[config.mk]
export PLATFORM = sky130hd
export DESIGN_NAME = reg_file_sb
export DESIGN_NICKNAME = d
export VERILOG_FILES = /design/src/rtl/reg_file_sb.sv
export SDC_FILE = /design/constraint.sdc
export NUM_CORES = 2
export LEC_CHECK = 0
export BUFFER_PORTS_ARGS = -buffer_cell sky130_fd_sc_hd__buf_4
export CORE_MARGIN = 2
export CORE_UTILIZATION = 40
export CTS_CLUSTER_DIAMETER = 60
export DETAILED_ROUTE_END_ITERATION = 12
export PLACE_DENSITY_LB_ADDON = 0.15
export SYNTH_ARGS = -nofsm -noshare
export SYNTH_HDL_FRONTEND = slang
export SYNTH_SLANG_ARGS = --single-unit
[constraint.sdc]
create_clock -name CLK -period 102.6 [get_ports CLK]
set_input_delay 15.39 -clock CLK [delete_from_list [all_inputs] [get_ports CLK]]
set_output_delay 15.39 -clock CLK [all_outputs]
set_load 0.03 [all_outputs]
[src/rtl/reg_file_sb.sv]
// Integer register file: two combinational read ports, one write port,
// optional write-to-read forwarding and a per-register pending-write scoreboard.
module reg_file_sb #(
  parameter int XLEN   = 32,
  parameter int NREGS  = 32,
  parameter int AW     = $clog2(NREGS),
  parameter bit BYPASS = 1'b1
) (
  input  logic            CLK,
  input  logic            RST,
  input  logic [AW-1:0]   rs1,
  input  logic [AW-1:0]   rs2,
  output logic [XLEN-1:0] RFrs1,
  output logic [XLEN-1:0] RFrs2,
  input  logic [AW-1:0]   rd,
  input  logic [XLEN-1:0] DataWr,
  input  logic            RFWr,
  input  logic            IssueEn,
  input  logic [AW-1:0]   IssueRd,
  output logic            Rs1Busy,
  output logic            Rs2Busy,
  output logic [AW:0]     BusyCount
);

  localparam int unsigned DEPTH = 1 << AW;

  // Index 0 is the hardwired zero register; indices past NREGS do not exist.
  function automatic logic valid_idx(input logic [AW-1:0] i);
    return (i != '0) && (int'(i) < NREGS);
  endfunction

  logic [XLEN-1:0] rf [DEPTH];
  logic [DEPTH-1:0] busy;

  logic wr_ok, iss_ok, set_b, clr_b;
  logic fwd1, fwd2;

  always_comb begin
    wr_ok  = RFWr && valid_idx(rd);
    iss_ok = IssueEn && valid_idx(IssueRd);
    set_b  = iss_ok && !busy[IssueRd];
    clr_b  = wr_ok && busy[rd] && !(iss_ok && (IssueRd == rd));
    // Forwarding is held off during reset so the read ports stay at zero.
    fwd1   = BYPASS && !RST && wr_ok && (rd == rs1);
    fwd2   = BYPASS && !RST && wr_ok && (rd == rs2);
  end

  always_comb begin
    RFrs1   = '0;
    Rs1Busy = 1'b0;
    if (valid_idx(rs1)) begin
      RFrs1   = fwd1 ? DataWr : rf[rs1];
      Rs1Busy = !fwd1 && busy[rs1];
    end
  end

  always_comb begin
    RFrs2   = '0;
    Rs2Busy = 1'b0;
    if (valid_idx(rs2)) begin
      RFrs2   = fwd2 ? DataWr : rf[rs2];
      Rs2Busy = !fwd2 && busy[rs2];
    end
  end

  always_ff @(posedge CLK or posedge RST) begin
    if (RST) begin
      for (int unsigned i = 0; i < DEPTH; i++) rf[i] <= '0;
      busy      <= '0;
      BusyCount <= '0;
    end else begin
      if (wr_ok) begin
        rf[rd]   <= DataWr;
        busy[rd] <= 1'b0;
      end
      // Issue follows the write so a same-index issue leaves the bit set.
      if (iss_ok) busy[IssueRd] <= 1'b1;
      BusyCount <= BusyCount + (AW+1)'(set_b) - (AW+1)'(clr_b);
    end
  end

endmodule

* Word level (Yosys, flattened, before mapping)
Index checks and enable logic that the tools add are counted.
Cells by class: add/subtract/negate cells 2, $lt $le $gt $ge 10, eq/ne operators 3, multiplexer cells 29, bitwise gates (word level) 6, reduce and logical (&&, ||, !) cells 23
Operators by type and width (count):
- $bwmux 1024 | 1
- $mux 32 | 11
- $bmux 32 s5 | 2
- $demux 32 s5 | 1
- $and 32x32->32 | 1
- $not 32->32 | 1
- $or 32x32->32 | 1
- $lt 5x6->1 const B | 4
- $bmux 1 s5 | 4
- $reduce_bool 5->1 | 4
- $ge 6x6->1 const B | 3
- $not 5->6 | 3
- $eq 5x5->1 | 3
- $logic_and 1x1->1 | 14
- $demux 1 s5 | 2
- $ge 5x1->1 const B | 2
- $mux 1 | 8
- $add 6x1->6 | 1
- $lt 6x1->1 const B | 1
- $sub 6x1->6 | 1
- $logic_not 1->1 | 5
Storage, ports and cells: register bits after elaboration 1062, word-level logic and storage cells 107

* Longest topological paths before layout
word-level depth 9, mapped depth 16, mapped depth without buffers 14

* Least setup slack after synthesis
Ideal clock, no wire load.
path kind in2out, start point in rs1[1], end point out RFrs1[30], arrival time 17.357 ns, setup slack 69.853 ns, cell stages on the path 7, path buffers 3, cell sequence buf_4 -> buf_4 -> xnor2_1 -> nand4_1 -> or4_1 -> buf_2 -> a211oi_1
Between the ends: word-level cells in the longest chain between the ends 6
RTL lines:
- from (decl) | RTL line 11 | input logic [AW-1:0] rs1,
- $not 5->6 (implied by the code) | RTL line 52 | RFrs1 = fwd1 ? DataWr : rf[rs1];
- $bmux 32 s5 | RTL line 52
- $mux 32 (implied by the code) (2 in series) | RTL line 52
- $mux 32 | RTL line 52
- $mux 32 * | RTL line 51 | if (valid_idx(rs1)) begin
- to (decl) | RTL line 13 | output logic [XLEN-1:0] RFrs1,
Mark *: on every way between the ends. The rest lies on a longest branch, timed or not. The select of a mux whose other input is x is not followed.

* Final worst setup path
start point in rs1[1], end point out RFrs1[19]
The elaborated chain is that of the path after synthesis.

==> qor.yml <==
final_layout:
  nFillCells: 12900
  final_cell_mix: "sky130_fd_sc_hd__mux2_2, sky130_fd_sc_hd__dfrtp_1, sky130_fd_sc_hd__mux4_2, sky130_fd_sc_hd__buf_4, sky130_fd_sc_hd__clkbuf_16"
  layout_overhead_on_the_synthesized_area_pct: 11.3
  post_route_cells_drive_above_1_share: 0.510
  design_area_um2: 64100
  nNetsFinal: 4039
  utilization: 0.447
  mostFrequentLayoutCell: "sky130_fd_sc_hd__mux2_2"
synthesis:
  post_synth_design_cell_area_um2: 57600
  synthesized_area_per_cell_um2: 14.1
  synth_xor_area_frac: 0.00289
  synth_fp_nets: 4158
  synth_adder_area_share: 0.00165
  synthSimpleGateAreaFrac: 0.0456
  synth.top_cells.by_area: "sky130_fd_sc_hd__dfrtp_1, sky130_fd_sc_hd__mux2_2, sky130_fd_sc_hd__mux4_2"
  ys_ff_latch: 1062
  yosysWarningCount: 0
  number_of_enable_flip_flop_cells_after_synthesis: 0
  muxShareOfSynthArea: 0.400
  dominant_combinational_cell_family_by_area_after_synthesis: "multiplexers"
  synthFlopType: "sky130_fd_sc_hd__dfrtp_1"
  yosysTopAreaCellShare: 0.462
  syn_inst: 4095
  ys_seq_area_frac: 0.462
  ys_async_sr_fraction: 1.00
  synth-compound-area-share: 0.0492
  post_synth_num_cell_types: 58
  post_synth_top_area_cell: "sky130_fd_sc_hd__dfrtp_1"
pwr:
  vdd_ir_drop_max_mv: 0.0174
  sw_frac_of_total: 0.285
  power.clock.fraction: 0.359
  switching_power_mw: 0.373
  p_int_mw: 0.937
  power.share.sequential: 0.428
  logic_gate_share_of_total_power: 0.212
  p_leak_nw: 27.4
  power.density_cell_area_nw_per_um2: 20.4
clocking:
  cts_root_buf: "sky130_fd_sc_hd__clkbuf_16"
  clock_sinks: 1062
  cts_max_level: 4
  buffer_depth_of_the_longest_clock_path: 3
  hold_buf_cts: 0
  clock_latency_ns: 0.77
  cts_inserted_buffers: 134
  worst_setup_hold_path_clk_slew_ns: 0.05
  cts.repair_timing.setup_buffer_count: 0
  tritoncts: "built"
  cts_repair_resize_count: 0
hold_path:
  worst_hold_path.num_cells: 0
  holdCritPathClass: "flop to flop"
place:
  dpl.hpwl_um: 108000
  globalplace.congestion: 0.791
  place_area_um2: 59700
  io_buffer_count: 127
route:
  wl_um: 207000
  wl_per_cell_um: 34.7
  via_per_inst: 6.41
  topRoutingLayerUsed: "met5"
  dr_wl_met2_um: 99800
  routed_length_on_met1_um: 86900
  post_route_drc: 0
  routed-via-count: 38300
  first_pass_iteration_count_of_the_detailed_router: 5
  route.met3.wl_um: 13600
  number_of_drc_violations_after_detailed_routing_iteration_0: 3615
  drtAntennaViolNets: 0
timing:
  final_hold_viol_count: 0
  fmax_achieved_mhz: 28.3
  min_period_over_period: 0.344
  slew_at_the_pin_closest_to_its_max_slew_limit_ns: 1.20
  finalWorstPathRequiredPeriod_ns: 35.29
  final_count_of_pins_violating_max_slew: 0
  finClkSkew_ns: 0.0114
  grt_setup_unrepaired: "no"
  report.final.setup_viol: 0
  max_slew_headroom_at_the_worst_pin: 0.203
  setup-tns-final_ns: 0
floorplan:
  chip_height_um: 383
  die-area_um2: 147000
  chipWidth_um: 383
  core_um2: 143000
  rows: 139
  io_pins: 128
  initial_cell_density_of_the_core: 0.402
global_routing:
  grt_start_max_net_pins: 174
  vias_in_the_first_global_route: 38600
  grt_antenna_before_repair: 5
  global_route.usage.total: 0.282
  grt_pass1_wl_um: 296000
  global_route.overflow_total: 0
critical_path:
  cp-end-kind: "output port"
  cp_data_required_time_ns: 87.21
  timing_worst_setup_path_type: "input port to output port"
  critical_path_fanouts_max: 126
  crit_path_start_kind: "input port"
  cp.arrival_ns: 19.90
  worst-r2r-setup-slack_ns: 99.58
  worst_r2r_path_depth: 14
flow_run:
  cap_viol_max_count: 0
run_status:
  status: "complete, no violations"
## kinds of logic (layout without fill, tap and decap cells)
kind of cell | Yosys count | in the layout
and+or+nand+nor | 508 | 508
adders and majority gates | 7 | 7
muxes | 1587 | 1587
xor gates and xnor gates | 19 | 19
buffers and inverters | 486 | 461
AOI/OAI and AO/OA | 426 | 426
other | 0 | 1
DFF | 1062 | 1062
## final cells by class
cell class / count / area, µm² / share of cell area
antenna: 1 / 2.50 / 0.0000390
inverter: 21 / 87.6 / 0.00137
clock buffer: 190 / 3930 / 0.0613
sequential: 1062 / 26600 / 0.415
clock inverter: 40 / 417 / 0.00650
timing repair buffer: 210 / 1630 / 0.0255
tap: 1903 / 2380 / 0.0372
multi-input combinational: 2547 / 29100 / 0.453
## metrics by stage
| step | hold WS (ns) | instances | setup slack [ns] | power, mW |
|---|---|---|---|---|
| 3_3_place_gp | 0.360 | 5743 | 67.28 | 0.839 |
| 5_1_grt | 0.382 | 5974 | 66.98 | 1.37 |
| 6_report | 0.373 | 5974 | 67.31 | 1.31 |
| 2_1_floorplan | 0.425 | 4095 | 57.32 | 0.765 |
| 4_1_cts | 0.376 | 5973 | 67.23 | 1.32 |
| 3_5_place_dp | 0.363 | 5743 | 67.23 | 0.845 |
## layer usage
metal | up-vias | track usage
met3 | 373 | 0.0507
met4 | 4 | 0.0940
met1 | 21000 | 0.384
li1 | 15400 | -
met2 | 1508 | 0.457
met5 | - | 0
## path summary, 6_finish.rpt
check / start / endpoint
max reg2reg: busy[3] / BusyCount[4]
max in group asynchronous: RST / rf[344]
max: rs1[1] / RFrs1[19]
min reg2reg: rf[1015] / rf[1015]
min: rf[1015] / rf[1015]
min in group asynchronous: RST / rf[97]
## worst max-delay path, cell delays in order
cell and delay [ns]:
sky130_fd_sc_hd__buf_8 0.36, sky130_fd_sc_hd__buf_12 0.73, sky130_fd_sc_hd__buf_4 0.76, sky130_fd_sc_hd__buf_4 0.87, sky130_fd_sc_hd__mux4_2 0.60, sky130_fd_sc_hd__a22oi_1 0.20
sky130_fd_sc_hd__nand2_1 0.08, sky130_fd_sc_hd__nor3_1 0.37, sky130_fd_sc_hd__a21oi_1 0.13, sky130_fd_sc_hd__buf_4 0.21
## cell usage after synthesis (55+ instances only)
library cell               count
sky130_fd_sc_hd__mux2_2     1119
sky130_fd_sc_hd__dfrtp_1    1062
sky130_fd_sc_hd__mux4_2      461
sky130_fd_sc_hd__clkbuf_1    195
sky130_fd_sc_hd__buf_2       155
sky130_fd_sc_hd__nand2_1     113
sky130_fd_sc_hd__o22ai_1     105
sky130_fd_sc_hd__a22oi_1      92
sky130_fd_sc_hd__nor2b_1      90
sky130_fd_sc_hd__a21oi_1      80
sky130_fd_sc_hd__nor2_1       79
sky130_fd_sc_hd__buf_1        70
sky130_fd_sc_hd__nor3_1       67
sky130_fd_sc_hd__a211oi_1     55
## state kept, by name (all words and copies together) (netlist names)
signal and flops:
busy 32, BusyCount 6, rf 1024
## power by group through the flow
| stage | Sequential [mW] | Clock, mW | Combinational (mW) |
|---|---|---|---|
| floorplan | 0.548 | 0 | 0.217 |
| global placement | 0.564 | 0 | 0.275 |
| detailed placement | 0.566 | 0 | 0.279 |
| CTS | 0.559 | 0.479 | 0.280 |
| global route | 0.571 | 0.497 | 0.298 |
| finish | 0.561 | 0.471 | 0.278 |
Power figures use the tool's default switching activity.
